[src/rtl/clkgen_pkg.sv]
// Shared types and constants for the PLL reset sequencer.
package clkgen_pkg;

  typedef enum logic [1:0] {
    WAIT_LOCK = 2'd0,
    STRETCH   = 2'd1,
    RELEASE   = 2'd2,
    RUN       = 2'd3
  } state_e;

  localparam int LOSS_CNT_W = 8;

endpackage

[src/rtl/clkgen_sync.sv]
// N-flop level synchroniser; clears to 0 so an unsynchronised input reads as "not ok".
module clkgen_sync #(
  parameter int STAGES = 2
) (
  input  logic clk_i,
  input  logic rst_ni,
  input  logic d_i,
  output logic q_o
);

  logic [STAGES-1:0] sync_q;

  always_ff @(posedge clk_i or negedge rst_ni) begin
    if (!rst_ni) begin
      sync_q <= '0;
    end else begin
      sync_q <= {sync_q[STAGES-2:0], d_i};
    end
  end

  assign q_o = sync_q[STAGES-1];

endmodule

[src/rtl/clkgen_rst_seq.sv]
// Reset sequencer: filters PLL lock, stretches reset, releases channels staggered,
// drops all channels on lock/button loss, and adds per-channel software pulses.
module clkgen_rst_seq
  import clkgen_pkg::*;
#(
  parameter int NUM_RST        = 3,
  parameter int SYNC_STAGES    = 2,
  parameter int LOCK_FILTER    = 4,
  parameter int STRETCH_CYCLES = 8,
  parameter int STAGGER_CYCLES = 2,
  parameter int SW_PULSE       = 5
) (
  input  logic                  clk_sys,
  input  logic                  rst_sys_n,
  input  logic                  pll_locked_i,
  input  logic                  ext_rst_ni,
  input  logic [NUM_RST-1:0]    sw_rst_req_i,
  output logic [NUM_RST-1:0]    rst_n_o,
  output logic                  ready_o,
  output logic [LOSS_CNT_W-1:0] loss_cnt_o
);

  localparam int FILT_W = $clog2(LOCK_FILTER + 1);
  localparam int STR_W  = $clog2(STRETCH_CYCLES + 1);
  localparam int STG_W  = $clog2(STAGGER_CYCLES + 1);
  localparam int PLS_W  = $clog2(SW_PULSE + 1);
  localparam int IDX_W  = (NUM_RST > 1) ? $clog2(NUM_RST) : 1;

  localparam logic [FILT_W-1:0] FILT_MAX = FILT_W'(LOCK_FILTER);
  localparam logic [STR_W-1:0]  STR_LAST = STR_W'(STRETCH_CYCLES - 1);
  localparam logic [STG_W-1:0]  STG_LAST = STG_W'(STAGGER_CYCLES - 1);
  localparam logic [IDX_W-1:0]  IDX_LAST = IDX_W'(NUM_RST - 1);
  localparam logic [PLS_W-1:0]  PLS_LEN  = PLS_W'(SW_PULSE);

  logic lock_s, ext_s, ok;

  clkgen_sync #(.STAGES(SYNC_STAGES)) u_sync_lock (
    .clk_i (clk_sys),
    .rst_ni(rst_sys_n),
    .d_i   (pll_locked_i),
    .q_o   (lock_s)
  );

  clkgen_sync #(.STAGES(SYNC_STAGES)) u_sync_ext (
    .clk_i (clk_sys),
    .rst_ni(rst_sys_n),
    .d_i   (ext_rst_ni),
    .q_o   (ext_s)
  );

  assign ok = lock_s & ext_s;

  state_e                  state_q, state_d;
  logic [FILT_W-1:0]       filt_q, filt_d;
  logic [STR_W-1:0]        str_q, str_d;
  logic [STG_W-1:0]        stg_q, stg_d;
  logic [IDX_W-1:0]        idx_q, idx_d, idx_nxt;
  logic [NUM_RST-1:0]      rel_q, rel_d;
  logic [LOSS_CNT_W-1:0]   loss_q, loss_d;
  logic [NUM_RST-1:0]      rst_n_q, pulse_d;
  logic                    ready_q;
  logic                    flush;

  always_comb begin
    state_d = state_q;
    filt_d  = filt_q;
    str_d   = str_q;
    stg_d   = stg_q;
    idx_d   = idx_q;
    rel_d   = rel_q;
    loss_d  = loss_q;
    flush   = 1'b0;
    idx_nxt = idx_q + 1'b1;
    // Loss outside WAIT_LOCK wins over every sequencing step.
    if (state_q != WAIT_LOCK && !ok) begin
      flush   = 1'b1;
      state_d = WAIT_LOCK;
      filt_d  = '0;
      rel_d   = '0;
      if (!lock_s && (state_q == RELEASE || state_q == RUN) && loss_q != '1) begin
        loss_d = loss_q + 1'b1;
      end
    end else begin
      case (state_q)
        WAIT_LOCK: begin
          if (!ok) begin
            filt_d = '0;
          end else if (filt_q == FILT_MAX) begin
            state_d = STRETCH;
            filt_d  = '0;
            str_d   = '0;
          end else begin
            filt_d = filt_q + 1'b1;
          end
        end
        STRETCH: begin
          if (str_q == STR_LAST) begin
            state_d  = (NUM_RST == 1) ? RUN : RELEASE;
            rel_d[0] = 1'b1;
            idx_d    = '0;
            stg_d    = '0;
          end else begin
            str_d = str_q + 1'b1;
          end
        end
        RELEASE: begin
          if (stg_q == STG_LAST) begin
            stg_d          = '0;
            idx_d          = idx_nxt;
            rel_d[idx_nxt] = 1'b1;
            if (idx_nxt == IDX_LAST) state_d = RUN;
          end else begin
            stg_d = stg_q + 1'b1;
          end
        end
        default: ;
      endcase
    end
  end

  // Per-channel software pulse: counter holds remaining low cycles.
  for (genvar k = 0; k < NUM_RST; k++) begin : g_pulse
    logic [PLS_W-1:0] pcnt_q, pcnt_d;

    always_comb begin
      pcnt_d = pcnt_q;
      if (flush) begin
        pcnt_d = '0;
      end else if (pcnt_q != '0) begin
        pcnt_d = pcnt_q - 1'b1;
      end else if (state_q == RUN && sw_rst_req_i[k]) begin
        pcnt_d = PLS_LEN;
      end
    end

    assign pulse_d[k] = (pcnt_d != '0);

    always_ff @(posedge clk_sys or negedge rst_sys_n) begin
      if (!rst_sys_n) pcnt_q <= '0;
      else            pcnt_q <= pcnt_d;
    end
  end

  always_ff @(posedge clk_sys or negedge rst_sys_n) begin
    if (!rst_sys_n) begin
      state_q <= WAIT_LOCK;
      filt_q  <= '0;
      str_q   <= '0;
      stg_q   <= '0;
      idx_q   <= '0;
      rel_q   <= '0;
      loss_q  <= '0;
      rst_n_q <= '0;
      ready_q <= 1'b0;
    end else begin
      state_q <= state_d;
      filt_q  <= filt_d;
      str_q   <= str_d;
      stg_q   <= stg_d;
      idx_q   <= idx_d;
      rel_q   <= rel_d;
      loss_q  <= loss_d;
      rst_n_q <= rel_d & ~pulse_d;
      ready_q <= (state_d == RUN);
    end
  end

  assign rst_n_o    = rst_n_q;
  assign ready_o    = ready_q;
  assign loss_cnt_o = loss_q;

endmodule
[config.mk]
export PLATFORM = sky130hd
export DESIGN_NAME = clkgen_rst_seq
export DESIGN_NICKNAME = d
export VERILOG_FILES = /design/src/rtl/clkgen_pkg.sv /design/src/rtl/clkgen_sync.sv /design/src/rtl/clkgen_rst_seq.sv
export SDC_FILE = /design/constraint.sdc
export NUM_CORES = 1
export LEC_CHECK = 0
export ABC_AREA = 1
export BUFFER_PORTS_ARGS = -buffer_cell sky130_fd_sc_hd__buf_4
export CAP_MARGIN = 20
export CORE_MARGIN = 2
export CORE_UTILIZATION = 35
export CTS_BUF_LIST = sky130_fd_sc_hd__clkbuf_8
export CTS_CLUSTER_DIAMETER = 100
export DETAILED_ROUTE_END_ITERATION = 10
export HOLD_SLACK_MARGIN = 0.05
export MAX_ROUTING_LAYER = met4
export PLACE_DENSITY_LB_ADDON = 0.1
export SETUP_SLACK_MARGIN = 0.2
export SLEW_MARGIN = 20
export SYNTH_ARGS = -nofsm -noshare
export SYNTH_HDL_FRONTEND = slang
export SYNTH_SLANG_ARGS = --single-unit
[constraint.sdc]
create_clock -name clk_sys -period 2.3 [get_ports clk_sys]
set_input_delay 0.115 -clock clk_sys [delete_from_list [all_inputs] [get_ports clk_sys]]
set_output_delay 0.115 -clock clk_sys [all_outputs]
set_load 0.01 [all_outputs]
Yosys cells after proc, flatten, opt, wreduce, memory -nomap -nowiden
Index checks and enable logic that the tools add are counted.
{"block": "word_totals", "reg_bits": 41, "latchBits": 0, "mem_bits_rw": 0, "romBits": 0, "word_cells": 105, "mem_count": 0}
{"block": "classes", "add_sub_neg": 8, "mul": 0, "n_div": 0, "order_cmp": 2, "n_eq_ne": 14, "shift": 0, "muxes": 37, "bitwise_logic": 5, "reduce_logical": 25}
{"cell": "3-bit 2-to-1 mux", "count": 15}
{"cell": "2-bit 2-to-1 mux", "count": 10}
{"cell": "3-bit nonzero test", "count": 6}
{"cell": "4-bit 2-to-1 mux", "count": 3}
{"cell": "3-bit by 1-bit subtractor with 3-bit output, second input constant", "count": 3}
{"cell": "8-bit by 1-bit adder with 8-bit output, second input constant", "count": 1}
{"cell": "2-bit == test, second input constant", "count": 4}
{"cell": "2-bit != test, second input constant", "count": 4}
{"cell": "8-bit != test, second input constant", "count": 1}
{"cell": "2-bit one-hot mux with 2 select lines", "count": 2}
{"cell": "4-bit one-hot mux with 2 select lines", "count": 1}
{"cell": "2-bit nonzero test", "count": 4}
{"cell": "1-bit logical AND", "count": 7}
{"cell": "2-bit one-hot mux with 3 select lines", "count": 1}
{"cell": "5-bit AND reduction", "count": 1}
{"cell": "2-bit by 1-bit adder with 2-bit output, second input constant", "count": 2}
{"cell": "4-bit by 1-bit adder with 4-bit output, second input constant", "count": 1}
{"cell": "2-bit by 1-bit == test with 1-bit output, second input constant", "count": 2}
{"cell": "4-bit by 3-bit == test with 1-bit output, second input constant", "count": 1}
{"cell": "4-bit AND reduction", "count": 1}
{"cell": "3-bit by 1-bit adder with 3-bit output, second input constant", "count": 1}
{"cell": "3-bit bitwise AND", "count": 1}
{"cell": "3-bit == test, second input constant", "count": 1}
{"cell": "2-bit by 3-bit < comparator with 1-bit output, second input constant", "count": 1}
{"cell": "other kinds (14)", "count": 17}

Logic depth before layout (Yosys ltp)
{"block": "depth", "word_depth": 10, "depth_mapped": 10, "depth_no_buf": 10}

By module
From an unflattened synthesis, not the netlist that was laid out.
{"block": "unflattened", "cells_unflattened": 276, "area_unflattened_um2": 2317.2}
{"module": "clkgen_rst_seq", "n_inst": 1, "cells_per_inst": 272, "area_per_inst_um2": 2217.1, "seq_area_each_um2": 925.9}
{"module": "clkgen_sync", "n_inst": 2, "cells_per_inst": 2, "area_per_inst_um2": 50.0, "seq_area_each_um2": 50.0}

Worst setup path after synthesis
No wires, ideal clock.
{"block": "synth_timing", "path_type": "reg-to-reg", "start": "register state_q[0]", "end": "register stg_q[0]", "arrival_ps": 1322, "t_required_ps": 2175, "setup_slack_ps": 853, "path_stages_with_launch": 9, "period_less_slack_ps": 1447, "cell_sequence": "dfrtp_1 -> inv_1 -> ha_1 -> inv_2 -> nand2_2 -> buf_6 -> nand3_1 -> a21oi_1 -> a21oi_1"}
{"block": "synth_via", "elab_chain_len": 4, "word_cells_on_any_way": 9}
{"element": "start, declared", "line_no": "clkgen_rst_seq.sv:53", "source": "state_e state_q, state_d;"}
{"element": "start signal, assigned", "line_no": "clkgen_rst_seq.sv:156", "source": "state_q <= state_d;"}
{"element": "parallel branches: the longest is 4 deep, another holds 3-bit AND reduction"}
{"element": "end signal, assigned", "line_no": "clkgen_rst_seq.sv:159", "source": "stg_q <= stg_d;"}
{"element": "end, declared", "line_no": "clkgen_rst_seq.sv:56", "source": "logic [STG_W-1:0] stg_q, stg_d;"}
Parallel ways; which one is timed is not known.
A chain may end at the register's enable or synchronous reset.

Final worst setup path
{"block": "layout_timing", "start": "register state_q[1]", "end": "register idx_q[0]"}
{"block": "layout_via", "elab_chain_len": 4, "word_cells_on_any_way": 10}
{"element": "parallel branches: the longest is 4 deep, another holds 4-bit AND reduction"}
{"element": "end signal, assigned", "line_no": "clkgen_rst_seq.sv:160", "source": "idx_q <= idx_d;"}
{"element": "end, declared", "line_no": "clkgen_rst_seq.sv:57", "source": "logic [IDX_W-1:0] idx_q, idx_d, idx_nxt;"}
Parallel ways; which one is timed is not known.

==> flow_summary_export.csv <==
group,metric,value,unit
cts,cts_sinks,41,
pwr,leakage,1.47,nW
floorplan,die_w,83.8,um
floorplan,start_util,35.7,%
grt,grt_max_degree,42,
timing,tightest_slew,0.515,ns
place,place.gp.congestion,0.866,
synthesis,synth_edf_count,0,
critical_path,r2r-start,"state_q[1]",
critical_path,cp.depth,9,
critical_path,cpMostUsedCell,"inv_2",
timing,layout_min_cycle_time,1.77,ns
synthesis,yosysWarnings,0,
synthesis,synth_area,0.00223,mm2
job,drv_cap,0,
route,ant_nets,0,
synthesis,synth_area_leaders,"dfrtp_1 (46%), nand2_1 (13%), ha_1 (11%)",
status,outcome,"complete, no violations",
timing,slew_viol_final,0,
cts,clockBufferDepth,2,
critical_path,cp_top_family,"simple AND/OR/NAND/NOR gates",
synthesis,avgSynthCellArea,8.10,um2
cts,cts_tree,"yes",
synthesis,yosysTopAreaCell,"dfrtp_1",
grt,grt_pass1_vias,1664,
place,hpwlAfterDp,3020,um
grt,grtUsageTotal,13.2,%
synthesis,synth_top_area_share,46.1,%
route,drc,0,
critical_path,worstPathCellList,"inv_1 > ha_1 > inv_2 > nand2_2 > inv_2 > nor2_4 > nand3_1 > nand2_1 > o21ai_0",
floorplan,fp.dieH,83.8,um
layout,area_delta_synth_final,17.2,%
cts,cts.htree.levels,2,
critical_path,required,2.48,ns
grt,grt_pass1_wl,7240,um
route,first_pass_iters,4,
synthesis,syn_nets,301,
critical_path,crit_arrival,1.95,ns
synthesis,synth-seq-cells,41,
critical_path,crit_path_start_kind,"register",
floorplan,placementRows,29,
synthesis,synthTopCellsByCount,"nand2_1 (75), inv_1 (46), dfrtp_1 (41)",
synthesis,seq_area_frac_synth,46.1,%
grt,gr-total-overflow,0,
timing,relSlewSlack,65.6,%
cts,clockRootBuffer,"clkbuf_8",
cts,worst_skew_pair.late_latency,0.29,ns
synthesis,ys.flop_type,"dfrtp_1",
layout,finalCoreUtilization,41.8,%
floorplan,ios,19,
grt,grt_antenna_before_repair,0,
cts,clk_pin_slew,0.08,ns
critical_path,path_buf_inv,3,
floorplan,die-area,0.00702,mm2
critical_path,end_kind,"register",
route,viasPerCell,4.41,
timing,whs,0.217,ns
layout,diodes,0,
min_path,min_from,"sw_rst_req_i[0]",
min_path,hp-class,"in -> reg",
pwr,power.density,576,mW/mm2
critical_path,criticalPathCategory,"reg -> reg",
critical_path,regToRegEndpoint,"idx_q[0]",
critical_path,critPathLaunch,"state_q[1]",
synthesis,synth.most_common_cell,"nand2_1",
min_path,hold_end,"g_pulse[0].pcnt_q[2]",
route,routed_wl,4100,um
cts,numCtsBuffers,5,
timing,setup_tns,0,ns
synthesis,async_flop_share,100,%
synthesis,syn-instance-count,275,
timing,setup_viol,0,
timing,fin_crit_sh,76.9,%
floorplan,fp.coreArea,0.00624,mm2
critical_path,r2r_cells,9,
critical_path,path_max_fanout,11,
timing,finalHoldViolCount,0,
critical_path,rrSetupSlack,0.53,ns
place,portBuffers,18,
pwr,vdd.ir_drop.worst,261,uV
timing,fmax,565,MHz
route,vias,1675,
layout,nets,328,
critical_path,slowest_stage,"dfrtp_1",
timing,fin_skew,0.00385,ns
timing,rsz0062_at_grt,"no",
min_path,holdPathStages,5,
synthesis,yosysUniqueCellTypes,23,
layout,layout-drive-gt1-share,11.9,%
critical_path,slowest_delay,0.46,ns
route,wl_per_cell,10.8,um
route,drtIter0Drc,59,
## layout by cell type, fill, tap and decap left out, types with 2 or more instances in the layout
| cell | synthesis | routed |
|---|---|---|
| a21oi_1 | 7 | 7 |
| xor2_1 | 3 | 3 |
| nor3_1 | 2 | 2 |
| a21oi_2 | 2 | 2 |
| nand3_1 | 17 | 17 |
| clkbuf_8 | 0 | 5 |
| nand3b_1 | 2 | 2 |
| o21ai_0 | 12 | 12 |
| buf_4 | 0 | 18 |
| ha_1 | 19 | 19 |
| nand2_1 | 75 | 75 |
| bufinv_16 | 0 | 2 |
| dfrtp_1 | 41 | 41 |
| nand2_2 | 2 | 2 |
| nor2_1 | 27 | 27 |
| xnor2_1 | 6 | 6 |
| dlygate4sd3_1 | 0 | 3 |
| nand4_1 | 4 | 4 |
| inv_1 | 46 | 46 |
| inv_2 | 3 | 3 |
## cells by family (layout without fill, tap and decap cells)
kind of cell               after synthesis  in the layout  synth area share [%]
adders and majority gates               19             19                  10.7
DFF                                     41             41                  46.1
xor gates and xnor gates                 9              9                  3.54
buffers and inverters                   50             78                  8.76
and+or+nand+nor                        132            132                  24.9
AOI/OAI and AO/OA                       24             24                  6.07
## worst reg2reg max path, cell delays in order (launching register included)
cell	delay [ns]
dfrtp_1	0.46
inv_1	0.13
ha_1	0.30
inv_2	0.09
nand2_2	0.22
inv_2	0.13
nor2_4	0.11
nand3_1	0.09
nand2_1	0.07
o21ai_0	0.07
## layout make-up
class	count	area (um2)
clock buffers	5	68.8
clock inverters	3	65.1
fillers	625	3630
inverters	49	184
multi-input cells	184	1010
flip-flops and latches	41	1030
well taps	77	96.3
repair buffers	21	165
## per-layer routing
metal	global-route usage (%)	up-vias	wire length [um]	share of wire, %
met5	-	-	0	0
met4	5.13	0	65	1.6
met3	3.26	7	88	2.1
met2	19.8	24	1790	44
met1	17.3	749	2150	52
li1	-	895	-	-
## worst max path at each step
stage	slack (ns)	to
final	0.53	idx_q[0]
after floorplan	0.85	stg_q[0]
after detailed placement	0.51	idx_q[0]
after global routing	0.35	idx_q[0]
after CTS	0.51	idx_q[0]
after global placement	0.58	idx_q[1]
## state kept, by name, summed over array words and instances (netlist names)
name                flops
filt_q                  3
g_pulse.pcnt_q          9
idx_q                   2
loss_cnt_o              8
ready_o                 1
rel_q                   3
rst_n_o                 3
state_q                 2
stg_q                   2
str_q                   4
u_sync_ext.sync_q       2
u_sync_lock.sync_q      2
## through the flow
step / setup WS [ns] / instance area, um2 / std cells / total power, mW
2_1_floorplan: 0.853 / 2230 / 275 / 0.798
3_3_place_gp: 0.584 / 2450 / 369 / 0.830
3_5_place_dp: 0.512 / 2450 / 369 / 0.830
4_1_cts: 0.513 / 2610 / 380 / 1.54
5_1_grt: 0.355 / 2610 / 380 / 1.58
6_report: 0.530 / 2610 / 380 / 1.50
## power by group
part           total, mW  internal [mW]  switching (mW)
clock network      0.688          0.431           0.257
registers          0.744          0.735         0.00908
logic             0.0729         0.0251          0.0477
total               1.50           1.19           0.313
## what timing repair did
action                                 4_1_cts  5_1_grt
endpoints found under the hold margin       43        0
hold buffers                                 3        0
gates resized for setup                      0        0
setup buffers                                0        0
Power figures use the tool's default switching activity.
